$ cat config.mk
export PLATFORM = sky130hd
export DESIGN_NAME = fm_rx
export DESIGN_NICKNAME = d
export VERILOG_FILES = /design/src/rtl/fm_pkg.sv /design/src/rtl/fm_rx_edge.sv /design/src/rtl/fm_rx.sv
export SDC_FILE = /design/constraint.sdc
export NUM_CORES = 1
export LEC_CHECK = 0
export ABC_AREA = 1
export CAP_MARGIN = 20
export CORE_MARGIN = 2
export CORE_UTILIZATION = 50
export DETAILED_ROUTE_END_ITERATION = 7
export GPL_ROUTABILITY_DRIVEN = 0
export PLACE_DENSITY = 0.87
export SLEW_MARGIN = 10
export SYNTH_ARGS = -nofsm -noshare
export SYNTH_HDL_FRONTEND = slang
export SYNTH_SLANG_ARGS = --single-unit
$ cat constraint.sdc
create_clock -name i_clk -period 1.9 [get_ports i_clk]
set_input_delay 0.19 -clock i_clk [delete_from_list [all_inputs] [get_ports i_clk]]
set_output_delay 0.19 -clock i_clk [all_outputs]
set_load 0.005 [all_outputs]
$ cat src/rtl/fm_pkg.sv
// fm_pkg: state encoding and default counter width shared by fm_tx and fm_rx
package fm_pkg;
    localparam int CNT_SZ_DEF = 16;
    localparam logic [0:0] ST_IDLE = 1'b0;
    localparam logic [0:0] ST_MEAS = 1'b1;
endpackage

$ cat src/rtl/fm_rx_edge.sv
// fm_rx_edge: two-flop synchroniser followed by a registered rising-edge flag
module fm_rx_edge (
    input  logic i_clk,
    input  logic i_nrst,
    input  logic i_in,
    output logic o_rise
);
    logic r_s1, r_s2, r_s3, r_rise;
    // synchronise i_in, keep the previous synchronised value, flag a 0->1 step
    always_ff @(posedge i_clk) begin
        if (!i_nrst) begin
            r_s1   <= 1'b0;
            r_s2   <= 1'b0;
            r_s3   <= 1'b0;
            r_rise <= 1'b0;
        end else begin
            r_s1   <= i_in;
            r_s2   <= r_s1;
            r_s3   <= r_s2;
            r_rise <= r_s2 & ~r_s3;
        end
    end
    assign o_rise = r_rise;
endmodule

$ cat src/rtl/fm_rx.sv
// fm_rx: FM period-measuring receiver; rising-edge spacing decides each bit
module fm_rx
    import fm_pkg::*;
#(
    parameter int p_cnt_sz = CNT_SZ_DEF
) (
    input  logic                i_clk,
    input  logic                i_nrst,
    input  logic                i_fm,
    input  logic [p_cnt_sz-1:0] i_thresh,
    input  logic [p_cnt_sz-1:0] i_timeout,
    input  logic                i_clr,
    output logic [p_cnt_sz-1:0] o_period,
    output logic                o_bit,
    output logic                o_valid,
    output logic                o_lock
);
    localparam logic [p_cnt_sz-1:0] c_one = p_cnt_sz'(1);
    logic [0:0]          r_state;
    logic [p_cnt_sz-1:0] r_cnt, r_period;
    logic                r_bit, r_valid, r_lock;
    logic                w_rise, w_sat, w_tmo;
    fm_rx_edge u_edge (
        .i_clk  (i_clk),
        .i_nrst (i_nrst),
        .i_in   (i_fm),
        .o_rise (w_rise)
    );
    assign w_sat = &r_cnt;
    assign w_tmo = (i_timeout != '0) && (r_cnt == i_timeout);
    // measurement FSM: clear beats edge, edge beats timeout, counter saturates
    always_ff @(posedge i_clk) begin
        if (!i_nrst || i_clr) begin
            r_state  <= ST_IDLE;
            r_cnt    <= '0;
            r_period <= '0;
            r_bit    <= 1'b0;
            r_valid  <= 1'b0;
            r_lock   <= 1'b0;
        end else if (r_state == ST_IDLE) begin
            r_valid <= 1'b0;
            r_state <= w_rise ? ST_MEAS : ST_IDLE;
            r_cnt   <= w_rise ? c_one : '0;
        end else if (w_rise) begin
            r_period <= r_cnt;
            r_bit    <= r_cnt < i_thresh;
            r_valid  <= 1'b1;
            r_lock   <= 1'b1;
            r_cnt    <= c_one;
        end else if (w_tmo) begin
            r_state <= ST_IDLE;
            r_lock  <= 1'b0;
            r_cnt   <= '0;
            r_valid <= 1'b0;
        end else begin
            r_valid <= 1'b0;
            r_cnt   <= w_sat ? r_cnt : r_cnt + c_one;
        end
    end
    assign o_period = r_period;
    assign o_bit    = r_bit;
    assign o_valid  = r_valid;
    assign o_lock   = r_lock;
endmodule

## Word level (Yosys, flattened, before mapping)

Index checks and enable logic that the tools add are counted.

- Register bits: 40
- Logic and storage cells: 37

- Add/subtract/negate cells: 1
- $lt $le $gt $ge: 1
- Equality and inequality tests: 2
- Mux-type cells: 11
- Bitwise logic cells: 3
- Reductions and logical operators: 9

Operators by type and width:

| cell | number |
|---|---|
| $mux W16 | 4 |
| $add A16 B1 Y16 const B | 1 |
| $eq A16 B16 Y1 | 1 |
| $lt A16 B16 Y1 | 1 |
| $reduce_and A16 Y1 | 1 |
| $reduce_bool A16 Y1 | 1 |
| $mux W1 | 7 |
| $ne A4 B2 Y1 const B | 1 |
| $reduce_and A2 Y1 | 2 |
| $not A1 Y1 | 2 |
| $reduce_bool A2 Y1 | 1 |
| $reduce_or A2 Y1 | 1 |
| $and A1 B1 Y1 | 1 |
| $logic_and A1 B1 Y1 | 1 |
| $logic_not A1 Y1 | 1 |
| $logic_or A1 B1 Y1 | 1 |

## Logic depth before layout (Yosys ltp)

Gate-level depths: netlist of the first run.

- Word-level depth: 5
- Depth in mapped cells: 12
- Mapped depth without buffers: 11

## Hierarchy

A second synthesis of the first run with hierarchy kept.

- Cells, all modules: 394
- Area, all modules: 2,630.0 um^2

By module, submodules not included:

| module | times used | cells each | area each (um^2) | sequential area each (um^2) |
|---|---|---|---|---|
| fm_rx | 1 | 383 | 2,521.2 | 720.7 |
| fm_rx_edge | 1 | 11 | 108.9 | 80.1 |

## Least setup slack after synthesis of the first run

No wires, ideal clock.

- Path type: reg2reg
- Start: register r_cnt[1]
- End: register r_cnt[11]
- Library setup time: 70 ps
- Data arrival time: 1,455 ps
- Path slack: 376 ps
- Cell stages (with the launch flop): 9
- Path buffers: 1
- Clock period less this slack: 1,524 ps
- Cells stage by stage: dfxtp_1 ha_1 nand2_1 nor2_2 nand2_1 nor3_2 nand3_2 buf_6 a21oi_2

- Longest elaborated chain between the ends: 5
- Elaborated cells on any way between the ends: 9

Ends and longest elaborated chain:

| element | RTL line | source |
|---|---|---|
| start: declaration | fm_rx.sv:20 | `logic [p_cnt_sz-1:0] r_cnt, r_period;` |
| start signal: assignment | fm_rx.sv:43 | `r_cnt <= w_rise ? c_one : '0;` |
| start signal: assignment | fm_rx.sv:49 | `r_cnt <= c_one;` |
| start signal: assignment | fm_rx.sv:57 | `r_cnt <= w_sat ? r_cnt : r_cnt + c_one;` |
| $add A16 B1 Y16 or $eq A16 B16 Y1 (tied branches) | fm_rx.sv:57, fm_rx.sv:30 |  |
| $mux W16 or $logic_and A1 B1 Y1 (tied branches) | fm_rx.sv:57, fm_rx.sv:30 |  |
| $mux W16 | fm_rx.sv:50 | `end else if (w_tmo) begin` |
| $mux W16 | fm_rx.sv:44 | `end else if (w_rise) begin` |
| $mux W16 | fm_rx.sv:40 | `end else if (r_state == ST_IDLE) begin` |

Parallel ways exist; a longest one is shown, timed or not. The select of a mux whose other input is x is not followed.
A chain may end at the register's enable or synchronous reset.

## Worst setup path after layout of the first run

- Start: register r_cnt[10]
- End: register r_cnt[8]

- Longest elaborated chain between the ends: 5
- Elaborated cells on any way between the ends: 7

Ends and longest elaborated chain:

| element | RTL line | source |
|---|---|---|
| $eq A16 B16 Y1 | fm_rx.sv:30 | `assign w_tmo = (i_timeout != '0) && (r_cnt == i_timeout);` |
| $logic_and A1 B1 Y1 | fm_rx.sv:30 |  |
| $mux W16 | fm_rx.sv:50 |  |
| $mux W16 | fm_rx.sv:44 |  |
| $mux W16 | fm_rx.sv:40 |  |

Parallel ways exist; a longest one is shown, timed or not.

==> reports/results.txt, run 1 <==
Status -> completed
Clk sinks -> 40
Synth Instances -> 406
Fin crit period -> 1830 ps
Max clock buf depth -> 2
Critical path's slowest cell -> dfxtp_1
Seq/Total Area, Yosys -> 30.3%
Synthesized net count -> 458
Final worst slack -> 71.4 ps
Reg clk slew, reported paths -> 80 ps
Startpoint types -> register
Tot Pwr -> 0.00162 W
# hold bufs at CTS -> 0
DR WL/cell -> 13.9 microns
GRT Residual Overflow -> 0
Simple-Gate Fraction of Synth Area -> 34.4%
Synth Area in Compound Gates -> 12.8%
Crit path cell chain -> inv_1, nand2_1, nand2_1, nor2_1, nand2_1, nor2_2, nand3_2, buf_4, nand4_1, a21oi_2
Die H -> 76.6 microns
Die Area -> 5870 sq um
Mux contribution to synthesized area -> 0%
Number of port buffers -> 54
CP endpoint kind -> register
Crit path required time -> 2060 ps
Total number of vias -> 2927
Post-route ant nets -> 0
PwrDens -> 472 nW/um^2
DP HPWL -> 5.50 mm
Post-Place Cells -> 527
Layout Utilization -> 67.1%
Antenna violations before repair -> 0
Rows -> 26
Max Cap Viol -> 0
Total GRT Usage -> 24.8%
Clock Latency Late Sink -> 300 ps
Fmax -> 547 MHz
Iteration-0 DRC Markers -> 355
Fin crit share -> 96.2%
Arr. time, crit path -> 1980 ps
Worst reg-to-reg setup slack -> 70 ps
Post-Route WL -> 7.47 mm
Top Ports -> 55
Worst path bufs/invs -> 2
Non-Filler Instances -> 538
Slew @ Worst Pin -> 670 ps
Mean Syn Cell Area -> 6.50 sq um
Setup violations, final -> 0
CP delay by family, top -> simple AND/OR/NAND/NOR gates
Share of cells above drive strength 1 -> 12.4%
Clock Skew -> 8.39 ps
Most common cell on crit path -> nand2_1
Setup slack at placement -> -26.1 ps
Die W -> 76.6 microns
Max transition margin -> 55.3%
Yosys Warn Count -> 0
CTS Buf Count -> 5
H-Tree Depth -> 2
Nets -> 519
# diodes -> 0
Largest family of logic cells by synthesized area -> simple AND/OR/NAND/NOR gates
Root buffer cell -> clkbuf_8
First-pass GRT wire length -> 11.9 mm
Drt pass-1 iters -> 6
TritonCTS clock tree -> done
Largest net degree at the start of global routing -> 33
Crit Path Max Fanout -> 7
Xor-xnor portion of the synthesized cell area -> 2.99%
Core ar. -> 5110 sq um
Final Hold Viols -> 0
CP peak stage delay -> 450 ps
Slew Viols, Final -> 0
Starting Density -> 51.7%
Leak -> 1.56 nW
Area Growth Syn to Fin -> 29.9%
CP Class -> reg -> reg
Seq cells post-synth -> 40
Vias per cell -> 5.44
Netlist cell types -> 27
Vias in the first global route -> 2709
HP Class -> reg -> reg
Adder-cell share of the synthesized area -> 7.59%
Mapped Area -> 2640 sq um
# DRC -> 0
Max rail drop VDD -> 0.401 mV
where the power goes:
group | switching [W] | internal (W) | total, W
clock network | 0.000298 | 0.000296 | 0.000595
logic | 0.0000860 | 0.0000944 | 0.000180
registers | 0.00000250 | 0.000840 | 0.000843
logic make-up after synthesis:
family / Yosys count
AOI/OAI and AO/OA: 59
xor gates and xnor gates: 9
adders and majority gates: 16
buffers and inverters: 80
DFF: 40
and+or+nand+nor: 202
layout make-up:
class	instances	area, sq um
sequential	40	808
inverter	68	255
multi-input combinational	286	1540
tap	70	87.6
timing repair buffer	66	643
fill	426	1680
clock buffer	8	90.1
per-layer routing:
layer	track usage (%)	part of all wire, %	vias to the layer above
li1	-	-	1414
met4	11.8	3.6	0
met5	0	0	-
met3	4.15	8.1	32
met1	31.5	41	1321
met2	41.0	48	160
cell usage after synthesis:
cell / n / area, sq um
nand2_1: 106 / 398
inv_1: 57 / 214
nor2_1: 45 / 169
dfxtp_1: 40 / 801
a21oi_1: 28 / 140
nand4_1: 19 / 119
o21ai_0: 19 / 95.1
ha_1: 16 / 200
nand3_1: 14 / 70.1
inv_2: 11 / 41.3
a21oi_2: 10 / 87.6
xor2_1: 9 / 78.8
buf_1: 4 / 15.0
nand3_2: 4 / 40.0
nor3_1: 4 / 20.0
buf_2: 3 / 15.0
clkbuf_1: 3 / 11.3
nor2_2: 3 / 18.8
nand2_2: 2 / 12.5
nor3_2: 2 / 20.0
buf_4: 1 / 7.51
buf_6: 1 / 11.3
nor2_4: 1 / 11.3
nor3_4: 1 / 16.3
nor4_2: 1 / 12.5
o21a_1: 1 / 7.51
o22ai_1: 1 / 6.26
sequential cells by signal (all words and copies together) (netlist names):
name           flops
o_valid            1
o_period          16
u_edge.o_rise      1
r_state            1
r_cnt             16
u_edge.r_s1        1
u_edge.r_s2        1
o_bit              1
o_lock             1
u_edge.r_s3        1
placed cells by master (no fill, tap or decap):
master,Yosys,final
nand2_1,106,106
inv_1,57,57
clkdlybuf4s50_1,0,54
nor2_1,45,45
dfxtp_1,40,36
a21oi_1,28,28
nand4_1,19,19
o21ai_0,19,19
ha_1,16,15
nand3_1,14,14
inv_2,11,11
buf_4,1,11
a21oi_2,10,10
xor2_1,9,9
clkbuf_8,0,6
nor3_1,4,4
nor2_2,3,3
nand3_2,4,3
dfxtp_2,0,3
nor3_2,2,2
nand2_2,2,2
clkbuf_1,3,2
nor3_4,1,1
nor2_4,1,1
nor4_2,1,1
nand3_4,0,1
o21a_1,1,1
o22ai_1,1,1
ha_4,0,1
buf_12,0,1
dfxtp_4,0,1
final timing paths:
check	start	end	cells after the start
worst max-delay path	r_cnt[10]	r_cnt[8]	10
worst min-delay path	u_edge.r_s3	u_edge.o_rise	1
worst max register to register	r_cnt[10]	r_cnt[8]	10
worst min register to register	u_edge.r_s3	u_edge.o_rise	1
per-stage QoR:
stage	TNS [ps]	cell area [sq um]	hold WS (ps)
4_1_cts	0	3380	395
6_report	0	3430	391
3_5_place_dp	-132	3290	384
3_3_place_gp	0	3290	372
5_1_grt	-13.7	3430	401
2_1_floorplan	0	2640	283
timing repair:
item,CTS,global route
setup endpoints to repair,0,4
setup buffers,0,3
gates resized for setup,0,8
Note: power is estimated with default switching activity, not from simulation.
==> inputs of run 2 (changes only) <==
CELL_PAD_IN_SITES_DETAIL_PLACEMENT = 0   (was not set)
CELL_PAD_IN_SITES_GLOBAL_PLACEMENT = 1   (was not set)
CORE_UTILIZATION = 36   (was 50)
PLACE_DENSITY = 0.9   (was 0.87)
==> run 2 against run 1 <==
  * Hold slack barely moved
  * Total power is 10% higher
  * Via count decreased by 7.4%
  * Sequential power hardly changed
  * Combinational power decreased by 2%
  * Clock skew up 4.7 ps
  * Global-route usage is 4.8 points lower
  * Critical path type unchanged
  * Highest routed layer unchanged
==> reports/results.txt, run 2 (same netlist as run 1, synthesis figures left out) <==
Arr. time, crit path -> 1980 ps (about the same)
Largest net degree at the start of global routing -> 34 (was 33)
Clock Latency Late Sink -> 310 ps (was 300 ps)
DP HPWL -> 5.98 mm (was 5.50 mm)
Share of cells above drive strength 1 -> 13.9% (was 12.4%)
Antenna violations before repair -> 0 (unchanged)
Startpoint types -> register (unchanged)
Iteration-0 DRC Markers -> 126 (was 355)
Die H -> 89.6 microns (was 76.6 microns)
Max clock buf depth -> 2 (unchanged)
H-Tree Depth -> 2 (unchanged)
Fin crit share -> 92.3% (was 96.2%)
HP Class -> reg -> reg (unchanged)
TritonCTS clock tree -> done (unchanged)
Setup violations, final -> 0 (unchanged)
GRT Residual Overflow -> 0 (unchanged)
# DRC -> 0 (unchanged)
Post-CTS Setup Repair Bufs -> 0 (unchanged)
Clk sinks -> 40 (unchanged)
Vias in the first global route -> 2522 (was 2709)
Rows -> 31 (was 26)
CP Class -> reg -> reg (unchanged)
Crit path required time -> 2130 ps (was 2060 ps)
PwrDens -> 502 nW/um^2 (was 472 nW/um^2)
Max rail drop VDD -> 0.322 mV (was 0.401 mV)
# diodes -> 0 (unchanged)
First-pass GRT wire length -> 12.2 mm (was 11.9 mm)
Slew Viols, Final -> 0 (unchanged)
Commonest non-fill, non-tap cell in the layout -> nand2_1 (unchanged)
Post-route ant nets -> 0 (unchanged)
Final Hold Viols -> 0 (unchanged)
Total number of vias -> 2709 (was 2927)
Number of port buffers -> 54 (unchanged)
Status -> completed (unchanged)
Clock Skew -> 13.1 ps (was 8.39 ps)
Fmax -> 570 MHz (was 547 MHz)
Total GRT Usage -> 20.0% (was 24.8%)
Layout Utilization -> 49.4% (was 67.1%)
Top Ports -> 55 (unchanged)
Leak -> 1.62 nW (was 1.56 nW)
CTS Buf Count -> 5 (unchanged)
Commonest non-fill, non-tap cells in the layout -> nand2_1, inv_1, clkdlybuf4s50_1 (unchanged)
Max transition margin -> 55.5% (was 55.3%)
Core ar. -> 7180 sq um (was 5110 sq um)
Post-Route WL -> 7.65 mm (was 7.47 mm)
Drt pass-1 iters -> 4 (was 6)
Die Area -> 8030 sq um (was 5870 sq um)
Vias per cell -> 4.71 (was 5.44)
Root buffer cell -> clkbuf_8 (unchanged)
Fin crit period -> 1750 ps (was 1830 ps)
Slew @ Worst Pin -> 667 ps (was 670 ps)
Max Cap Viol -> 0 (unchanged)
Die W -> 89.6 microns (was 76.6 microns)
Crit Path Max Fanout -> 5 (was 7)
Layout fillers -> 700 (was 426)
CP endpoint kind -> register (unchanged)
DR WL/cell -> 13.3 microns (was 13.9 microns)
Reg clk slew, reported paths -> 80 ps (about the same)
Final Hold Slack -> 392 ps (was 391 ps)
Nets -> 527 (was 519)
Area Growth Syn to Fin -> 34.3% (was 29.9%)
Starting Density -> 36.8% (was 51.7%)
## run 2: what timing repair did
item	CTS	global route
endpoints found under the setup margin	0	4
hold endpoints to repair	0	0
resized for setup	0	3
hold buffers	0	0
## run 2: worst max-delay path, cell delays in order (launching register included)
cell and delay (ps):
dfxtp_2 420, ha_2 230, nand3_1 120, nor3_2 170, nand2_1 140, inv_2 80
nand2_2 70, nor2_4 130, nand3_2 110, nand2_1 90, nor2_1 40, nor2_1 90
## run 2: final timing paths
path / start / end / slack [ps] / cells past startpoint
worst max-delay path: r_cnt[0] / r_cnt[0] / 150 / 11
worst min-delay path: u_edge.r_s3 / u_edge.o_rise / 390 / 1
worst max register to register: r_cnt[0] / r_cnt[0] / 150 / 11
worst min register to register: u_edge.r_s3 / u_edge.o_rise / 390 / 1
## run 2: per-stage QoR
stage	instance area (sq um)	setup TNS (ps)	worst slack [ps]	std cells	power, W
final	3540	0	147	575	0.00178
after global routing	3540	-26.0	-21.6	575	0.00184
after CTS	3540	0	106	575	0.00180
after detailed placement	3420	0	36.6	567	0.00104
after global placement	3420	0	35.4	567	0.00104
after floorplan	2640	0	376	406	0.000941
## run 2: where the power goes
| group | internal, W | switching (W) |
|---|---|---|
| Sequential | 0.000841 | 0.00000227 |
| Clock | 0.000430 | 0.000331 |
| Combinational | 0.0000950 | 0.0000813 |
| Total | 0.00137 | 0.000414 |
## run 2: final cells by class
class                           count  area [sq um]  area share, %
Clock buffer                        6          82.6           2.33
Clock inverter                      2          38.8           1.09
Inverter                           68           255           7.20
Multi-Input combinational cell    286          1530           43.0
Sequential cell                    40           803           22.7
Tap cell                           99           124           3.49
Timing Repair Buffer               74           716           20.2
## run 2: metal layers
metal  track usage, %  share of wire [%]  vias to the layer above
met5                0                  0                        -
met1             25.7                 45                     1185
met4             8.68                3.7                        0
li1                 -                  -                     1425
met2             33.2                 46                       77
met3             3.20                5.7                       22
